`config.mk`:
```
export PLATFORM = sky130hd
export DESIGN_NAME = imm_decode_ctrl
export DESIGN_NICKNAME = d
export VERILOG_FILES = /design/src/rtl/imm_decode_ctrl.sv
export SDC_FILE = /design/constraint.sdc
export NUM_CORES = 1
export LEC_CHECK = 0
export CORE_MARGIN = 10
export CORE_UTILIZATION = 50
export DETAILED_ROUTE_END_ITERATION = 10
export PLACE_DENSITY = 0.87
export SLEW_MARGIN = 20
export SYNTH_ARGS = -nofsm -noshare
export SYNTH_HDL_FRONTEND = slang
export SYNTH_SLANG_ARGS = --single-unit
```
`constraint.sdc`:
```
create_clock -name clk -period 4.2 [get_ports clk]
set_input_delay 0.84 -clock clk [delete_from_list [all_inputs] [get_ports clk]]
set_output_delay 0.84 -clock clk [all_outputs]
set_load 0.01 [all_outputs]
```
`src/rtl/imm_decode_ctrl.sv`:
```
// Decode-stage controller: classifies each fetched instruction for the immediate
// extender and buffers up to two beats (output + skid register) behind a valid/ready handshake.
module imm_decode_ctrl #(
  parameter int CNT_W = 8
) (
  input  logic             clk,
  input  logic             rst_n,
  input  logic             flush,
  input  logic             in_valid,
  input  logic [31:0]      in_instr,
  output logic             in_ready,
  output logic             out_valid,
  input  logic             out_ready,
  output logic [31:0]      out_instr,
  output logic [1:0]       out_immsrc,
  output logic             out_uses_imm,
  output logic             out_illegal,
  output logic [CNT_W-1:0] illegal_cnt
);

  typedef enum logic [1:0] {ST_EMPTY, ST_ONE, ST_TWO} state_t;

  typedef struct packed {
    logic [31:0] instr;
    logic [1:0]  immsrc;
    logic        uses_imm;
    logic        illegal;
  } beat_t;

  localparam logic [CNT_W-1:0] CNT_ONE = {{(CNT_W-1){1'b0}}, 1'b1};
  localparam logic [CNT_W-1:0] CNT_MAX = {CNT_W{1'b1}};

  state_t           state_reg, state_next;
  beat_t            in_beat;
  beat_t            out_reg, out_next;
  beat_t            skid_reg, skid_next;
  logic [CNT_W-1:0] cnt_reg, cnt_next;
  logic             accept, consume;

  // Decode happens at the input so the class travels with the instruction word.
  always_comb begin
    in_beat.instr    = in_instr;
    in_beat.immsrc   = 2'b00;
    in_beat.uses_imm = 1'b0;
    in_beat.illegal  = 1'b0;
    case (in_instr[6:0])
      7'b0000011, 7'b0010011, 7'b1100111: in_beat.uses_imm = 1'b1;
      7'b0100011: begin
        in_beat.immsrc   = 2'b01;
        in_beat.uses_imm = 1'b1;
      end
      7'b1100011: in_beat.immsrc = 2'b10;
      7'b1101111: begin
        in_beat.immsrc   = 2'b11;
        in_beat.uses_imm = 1'b1;
      end
      7'b0110011: in_beat.uses_imm = 1'b0;
      default:    in_beat.illegal  = 1'b1;
    endcase
  end

  assign in_ready  = (state_reg != ST_TWO);
  assign out_valid = (state_reg != ST_EMPTY);
  assign accept    = in_valid && in_ready;
  assign consume   = out_valid && out_ready;

  always_comb begin
    state_next = state_reg;
    out_next   = out_reg;
    skid_next  = skid_reg;
    if (flush) begin
      state_next = ST_EMPTY;
    end else begin
      case (state_reg)
        ST_EMPTY: begin
          if (accept) begin
            out_next   = in_beat;
            state_next = ST_ONE;
          end
        end
        ST_ONE: begin
          if (accept && consume) begin
            out_next = in_beat;
          end else if (accept) begin
            skid_next  = in_beat;
            state_next = ST_TWO;
          end else if (consume) begin
            state_next = ST_EMPTY;
          end
        end
        ST_TWO: begin
          if (consume) begin
            out_next   = skid_reg;
            state_next = ST_ONE;
          end
        end
        default: state_next = ST_EMPTY;
      endcase
    end
  end

  // A consume in a flush cycle is still a delivery, so counting ignores flush.
  always_comb begin
    cnt_next = cnt_reg;
    if (consume && out_reg.illegal && (cnt_reg != CNT_MAX)) begin
      cnt_next = cnt_reg + CNT_ONE;
    end
  end

  always_ff @(posedge clk or negedge rst_n) begin
    if (!rst_n) begin
      state_reg <= ST_EMPTY;
      out_reg   <= '0;
      skid_reg  <= '0;
      cnt_reg   <= '0;
    end else begin
      state_reg <= state_next;
      out_reg   <= out_next;
      skid_reg  <= skid_next;
      cnt_reg   <= cnt_next;
    end
  end

  assign out_instr    = out_reg.instr;
  assign out_immsrc   = out_reg.immsrc;
  assign out_uses_imm = out_reg.uses_imm;
  assign out_illegal  = out_reg.illegal;
  assign illegal_cnt  = cnt_reg;

endmodule

```
==> metrics.md <==
| Metric | Value |
|---|---|
| Status | complete, no violations |
| Routed length per instance | roughly 16 um |
| Area growth from synthesis to final layout | 28.56% |
| Synth unique cells | 39 |
| DIE WIDTH | about 110 um |
| Final cell count without fillers | 489 |
| Post-CTS repair timing setup buffer count | 0 |
| Detail Route met3 WL | 446 um |
| Sequential area share after synthesis | 0.5542 |
| Highest clock rate | 0.3739 GHz |
| Number of pins exceeding their max-slew limit in the final report | 0 |
| R2r setup slk | 2080 ps |
| Drt initial violations | 112 |
| Post-synth design cell area | approximately 3700 um^2 |
| Max reg flops | 36 |
| Wire length on met2 | 4035 um |
| GR Overflow Total | 0 |
| Sequential fraction of design power | 0.496 |
| Final count of hold timing violations | 0 |
| Clock insertion delay at the later pin of the skew report | 340 ps |
| Post-CTS sizing | 0 |
| Initial Utilization | 0.5132 |
| Maximum buffer depth of the clock tree | 2 |
| Initial antenna violation count | 0 |
| Syn Inst Count | 304 |
| Count of TritonRoute iterations in the first routing pass | 4 |
| Sinks on Clock Net | 82 |
| Vias | 2497 |
| Root Buffer | clkbuf_8 |
| Vias in the first global route | 2775 |
| Maximum number of pins on one net before global-route repair | a little over 80 |
| Proportion of register bits with asynchronous set or reset after synthesis | 1.000 |
| Worst Clk Skew | roughly 7.2 ps |
| Setup total negative slack | 0 ps |
| Layout filler cell count | 592 |
| Net Switching | 0.6082 mW |
| Wire length of the first global-routing pass | 13460 um |
| Hold Path Origin | out_instr[28] |
| Fin Hold WS | 484.0 ps |
| Num rows | 31 |
| Post-Syn Nets | 342 |
| Number of buffers created by CTS | 9 |
| Setup repair after global routing missed its margin | no |
| Number of warnings printed during yosys synthesis | 0 |
| Floorplan core area | 7214 um^2 |
| Internal power consumption | roughly 1.6 mW |
| Lkg Pwr | 2.032 nW |
| Number of remaining DRC errors | 0 |
| Class of the most critical hold timing path | flop to flop |
| Count of cells along the worst hold path | 2 |
| Die Height | 106.1 um |
| Dpl hpwl | 5593 um |
| Power per cell area | roughly 450 nW/um^2 |
| Number of antenna repair diodes | 0 |
| Average instance area after synthesis | ~12 um^2 |
| Worst-path fanout max | 41 |
| # IOs | 83 |
| Worst Max-Slew Pin Slew | 1053 ps |
| Clock Power Share | 0.266 |
| Max transition margin | 0.2955 |
| Average vias per placed instance | 5.106 |
| Routability Congestion | around 0.76 |
| H-tree depth | 3 |
| Post-route clock period utilization | 0.6368 |
| Final setup vio count | 0 |
| Post-Route WL | 7828 um |
| Overall fraction of global-route tracks in use | 0.1454 |
| Switching share of power | 0.2814 |
| Number of max-cap violations | 0 |
| Overall die area | between 10000 and 15000 um^2 |
| Required time of the critical path | 4430 ps |
| Critical path launch point type | input port |
| Fraction of final layout cells sized beyond drive strength 1 | 0.1692 |
| Launching point of the worst reg2reg path | state_reg[1] |
| Reg-to-reg critical path endpoint | skid_reg[19] |
| Antenna-violating nets left | 0 |
| Logic gate share of total power | 0.238 |
| Type of the worst setup path | input port to flop |
| TritonCTS clock tree | yes |
| Endpoint class of the critical path | flop |
| Cell total after placement | about 470 |
| Worst r2r path cells | 3 |
| Clk pin slew, worst setup/hold paths | ~90 ps |
| Top FF cell, synth | dfrtp_1 |
| Fin nets | 423 |
| Number of synthesized flops with an enable pin | 0 |
| Synthesis-stage register bit count | 82 |
| Time the worst path needs with I/O delays and setup | 2674 ps |
| Hold Path Sink | out_instr[28] |
| Port Buf Inserts | 82 |
| Highest layer used for signal routing | met4 |
| DRT met1 WL | 3255 um |
| Maximum resistive drop on vdd | 0.2946 mV |
| Worst EP arrival | 2900 ps |
| Hold buffers post-CTS | 0 |
-- how the worst max path moves through the flow --
stage | startpoint | slack, ps | cells after the start | end
final | out_ready | 1530 | 4 | skid_reg[19]
after global routing | out_ready | 1390 | 4 | skid_reg[19]
after CTS | out_ready | 1530 | 4 | skid_reg[19]
after detailed placement | out_ready | 1150 | 4 | skid_reg[19]
after global placement | out_ready | 1220 | 4 | skid_reg[19]
after floorplan | in_valid | 2330 | 4 | out_immsrc[0]
-- layer usage --
metal / GRT usage / vias to the layer above
li1: - / 1235
met1: 0.1636 / 1205
met2: 0.2509 / 51
met3: 0.04952 / 6
met4: 0.05222 / 0
met5: 0 / -
-- power by group through the flow --
stage / combinational, mW / sequential (mW) / clock, mW
finish: 0.514 / 1.07 / 0.575
global route: 0.568 / 1.10 / 0.623
CTS: 0.526 / 1.07 / 0.593
detailed placement: 0.525 / 1.09 / 0
global placement: 0.505 / 1.08 / 0
floorplan: 0.221 / 1.10 / 0
-- layout by cell type (no fill, tap or decap), types with 2 or more instances in the layout --
cell type	synthesis	routed
a21oi_1	4	4
mux2_2	27	27
xnor2_1	5	5
or2_2	2	2
clkbuf_8	0	9
inv_6	0	2
buf_4	4	6
o21ai_0	31	31
clkinv_4	0	2
o21ai_1	7	7
mux2_4	11	11
nor3_1	2	2
nor2b_1	3	2
o31ai_1	4	4
nand2b_1	3	3
nand3_1	4	4
clkdlybuf4s50_1	0	81
and3_1	2	2
nand2_1	46	46
dfrtp_1	82	82
nor2_1	5	5
mux2i_1	32	32
-- critical path, stage by stage --
cell and delay, ps:
clkdlybuf4s50_1 550, nor4b_2 310, nand2_2 640, mux2_1 560
-- layout make-up --
type                       count  area [um^2]  share of cell area
clock buffer                   9        123.9             0.02603
inverter                       1        3.754           0.0007886
sequential                    82         2052              0.4311
tap                           99        123.9             0.02603
multi-input combinational    204         1523              0.3199
timing repair buffer          87        855.8              0.1798
clock inverter                 7        77.57             0.01630
-- synthesized netlist by cell type (all sizes together), types with 3 or more instances --
library cell,count,area share
nand2b,3,0.0051
xnor2,5,0.012
nand3,4,0.0054
a21oi,5,0.0098
buf,14,0.032
dfrtp,82,0.55
o21ai,38,0.051
nor2b,3,0.0051
clkbuf,3,0.0037
o31ai,4,0.0081
nand2,47,0.048
nor2,5,0.0051
mux2i,32,0.087
mux2,39,0.13
-- metrics by stage --
| stage | cell area, um^2 | setup slack (ps) | power [mW] | utilization |
|---|---|---|---|---|
| after detailed placement | 4558 | 1153 | 1.612 | 0.6318 |
| after CTS | 4760 | 1526 | 2.193 | 0.6597 |
| after floorplan | 3702 | 2331 | 1.323 | - |
| final | 4760 | 1526 | 2.161 | 0.6597 |
| after global placement | 4558 | 1219 | 1.584 | 0.6318 |
| after global routing | 4760 | 1389 | 2.290 | 0.6597 |
-- kinds of logic after synthesis --
group,Yosys count,share of synthesized area
flip-flops,82,0.5542
AND/OR/NAND/NOR,76,0.09835
multiplexers,71,0.2163
AO/OA/AOI/OAI,51,0.07942
buffers and inverters,18,0.03650
XOR/XNOR,5,0.01183
adder cells (fa/ha/maj),1,0.003379
No activity file was read; power rests on OpenSTA's default activity.
==> RTL edit: new RTL, same flow settings <==
The parameter `CNT_W` goes from 8 to 12.
--- a/src/rtl/imm_decode_ctrl.sv
+++ b/src/rtl/imm_decode_ctrl.sv
@@ -2,5 +2,5 @@
 // extender and buffers up to two beats (output + skid register) behind a valid/ready handshake.
 module imm_decode_ctrl #(
-  parameter int CNT_W = 8
+  parameter int CNT_W = 12
 ) (
   input  logic             clk,
Ports: changed (resized illegal_cnt); port bits go from 83 to 87. The function was not compared with the original's and may differ.
==> RTL edit against the original RTL <==
Synthesized area is 3.2% higher. Combinational power fell by 5.4%. Sequential cell count increased by 4. Power down 1.4%. Worst setup slack better by 0.032 ns. Cell area rose by 3.5%. Wire length increased by 5.5%. Sequential power up 4%. Critical endpoint is now skid_reg[28]$_DFFE_PN0P_. Non-clock buffer count up 2. Largest power group unchanged.
==> RTL edit: results (changes against the original RTL) <==
* CP max stage delay at 0.59 ns (was 0.64 ns)
* Fin cells at 506 (was 489)
* Largest cells by area after synthesis: dfrtp_1, mux2_2, mux2i_1 (was dfrtp_1, mux2i_1, mux2_2)
* Hold path start: out_instr[17]$_DFFE_PN0P_ (was out_instr[28]$_DFFE_PN0P_)
* DP Worst Slack at 1.222 ns (was 1.153 ns)
* Total wire length at 8260 um (was 7828 um)
* WP data arrival at 2.87 ns (was 2.90 ns)
* Hpwl dp at 5974 um (was 5593 um)
* Synth top cells by count: dfrtp_1, nand2_1, mux2_2, o21ai_0, mux2i_1 (was dfrtp_1, nand2_1, mux2i_1, o21ai_0, mux2_2)
* Post-layout instance area at 4928 um^2 (was 4760 um^2)
* WHS at 0.4838 ns (was 0.4840 ns)
* Via Count at 2669 (was 2497)
* Syn Nets at 357 (was 342)
* Buffering overhead at 17.95% (was 17.98%)
* Clk_buf instances at 13 (was 9)
* Sequential area share after synthesis at 56.30% (was 55.42%)
* XOR/XNOR share of the synthesized area at 2.520% (was 1.183%)
* Fillers at 546 (was 592)
* First DRT Iteration DRCs at 60 (was 112)
* Non-clk invs at 2 (was 1)
* Clock-cell share at 3.783% (was 4.232%)
* Multi-input combinational area share at 31.94% (was 31.99%)
* Non-clk bufs at 89 (was 87)
* Max Clock Skew at 0.007821 ns (was 0.007245 ns)
* Worst hold endpoint: out_instr[17]$_DFFE_PN0P_ (was out_instr[28]$_DFFE_PN0P_)
* R2R Path End: skid_reg[28]$_DFFE_PN0P_ (was skid_reg[19]$_DFFE_PN0P_)
* R2R Setup Slk at 2.12 ns (was 2.08 ns)
* Final Cycle Share at 62.90% (was 63.68%)
* Register share of the cell area at 43.67% (was 43.11%)
* GPL Wtd Cong at 0.7574 (was 0.7608)
* Status: finished clean (unchanged)
* Largest net degree at the start of global routing at 87 (was 83)
* First-pass GRT wire length at 13410 um (was 13460 um)
* Max-Slew Margin vs Limit at 38.37% (was 29.55%)
* Post-synthesis adder-cell area fraction at 0.3273% (was 0.3380%)
* Async set-or-reset flop fraction in the synthesized netlist at 100.0% (unchanged)
* VDD IR max at 0.3067 mV (was 0.2946 mV)
* # port buffers at 86 (was 82)
* Multi-input gate count at 214 (was 204)
RTL edit: cell count changes after synthesis, moves of 2 or more:
cell | before | now
buf_2 | 4 | 8
buf_6 | 6 | 1
dfrtp_1 | 82 | 86
mux2_2 | 27 | 38
mux2_4 | 11 | 0
nand2b_1 | 3 | 1
nand4_1 | 1 | 4
nor3_1 | 2 | 4
o21ai_0 | 31 | 38
o21ai_1 | 7 | 0
xor2_1 | 0 | 6
RTL edit: power by group:
| part | total [mW] | internal (mW) | switching (mW) |
|---|---|---|---|
| sequential | 1.11 | 0.999 | 0.108 |
| combinational | 0.486 | 0.289 | 0.197 |
| clock | 0.536 | 0.262 | 0.274 |
| total | 2.13 | 1.55 | 0.580 |
RTL edit: routing by layer:
| layer | part of all wire (%) | GRT usage (%) | vias to the layer above |
|---|---|---|---|
| met1 | 43 | 17.34 | 1297 |
| met2 | 49 | 23.25 | 73 |
| met5 | 0 | 0 | - |
| li1 | - | - | 1286 |
| met3 | 6.7 | 4.132 | 13 |
| met4 | 1.9 | 6.775 | 0 |
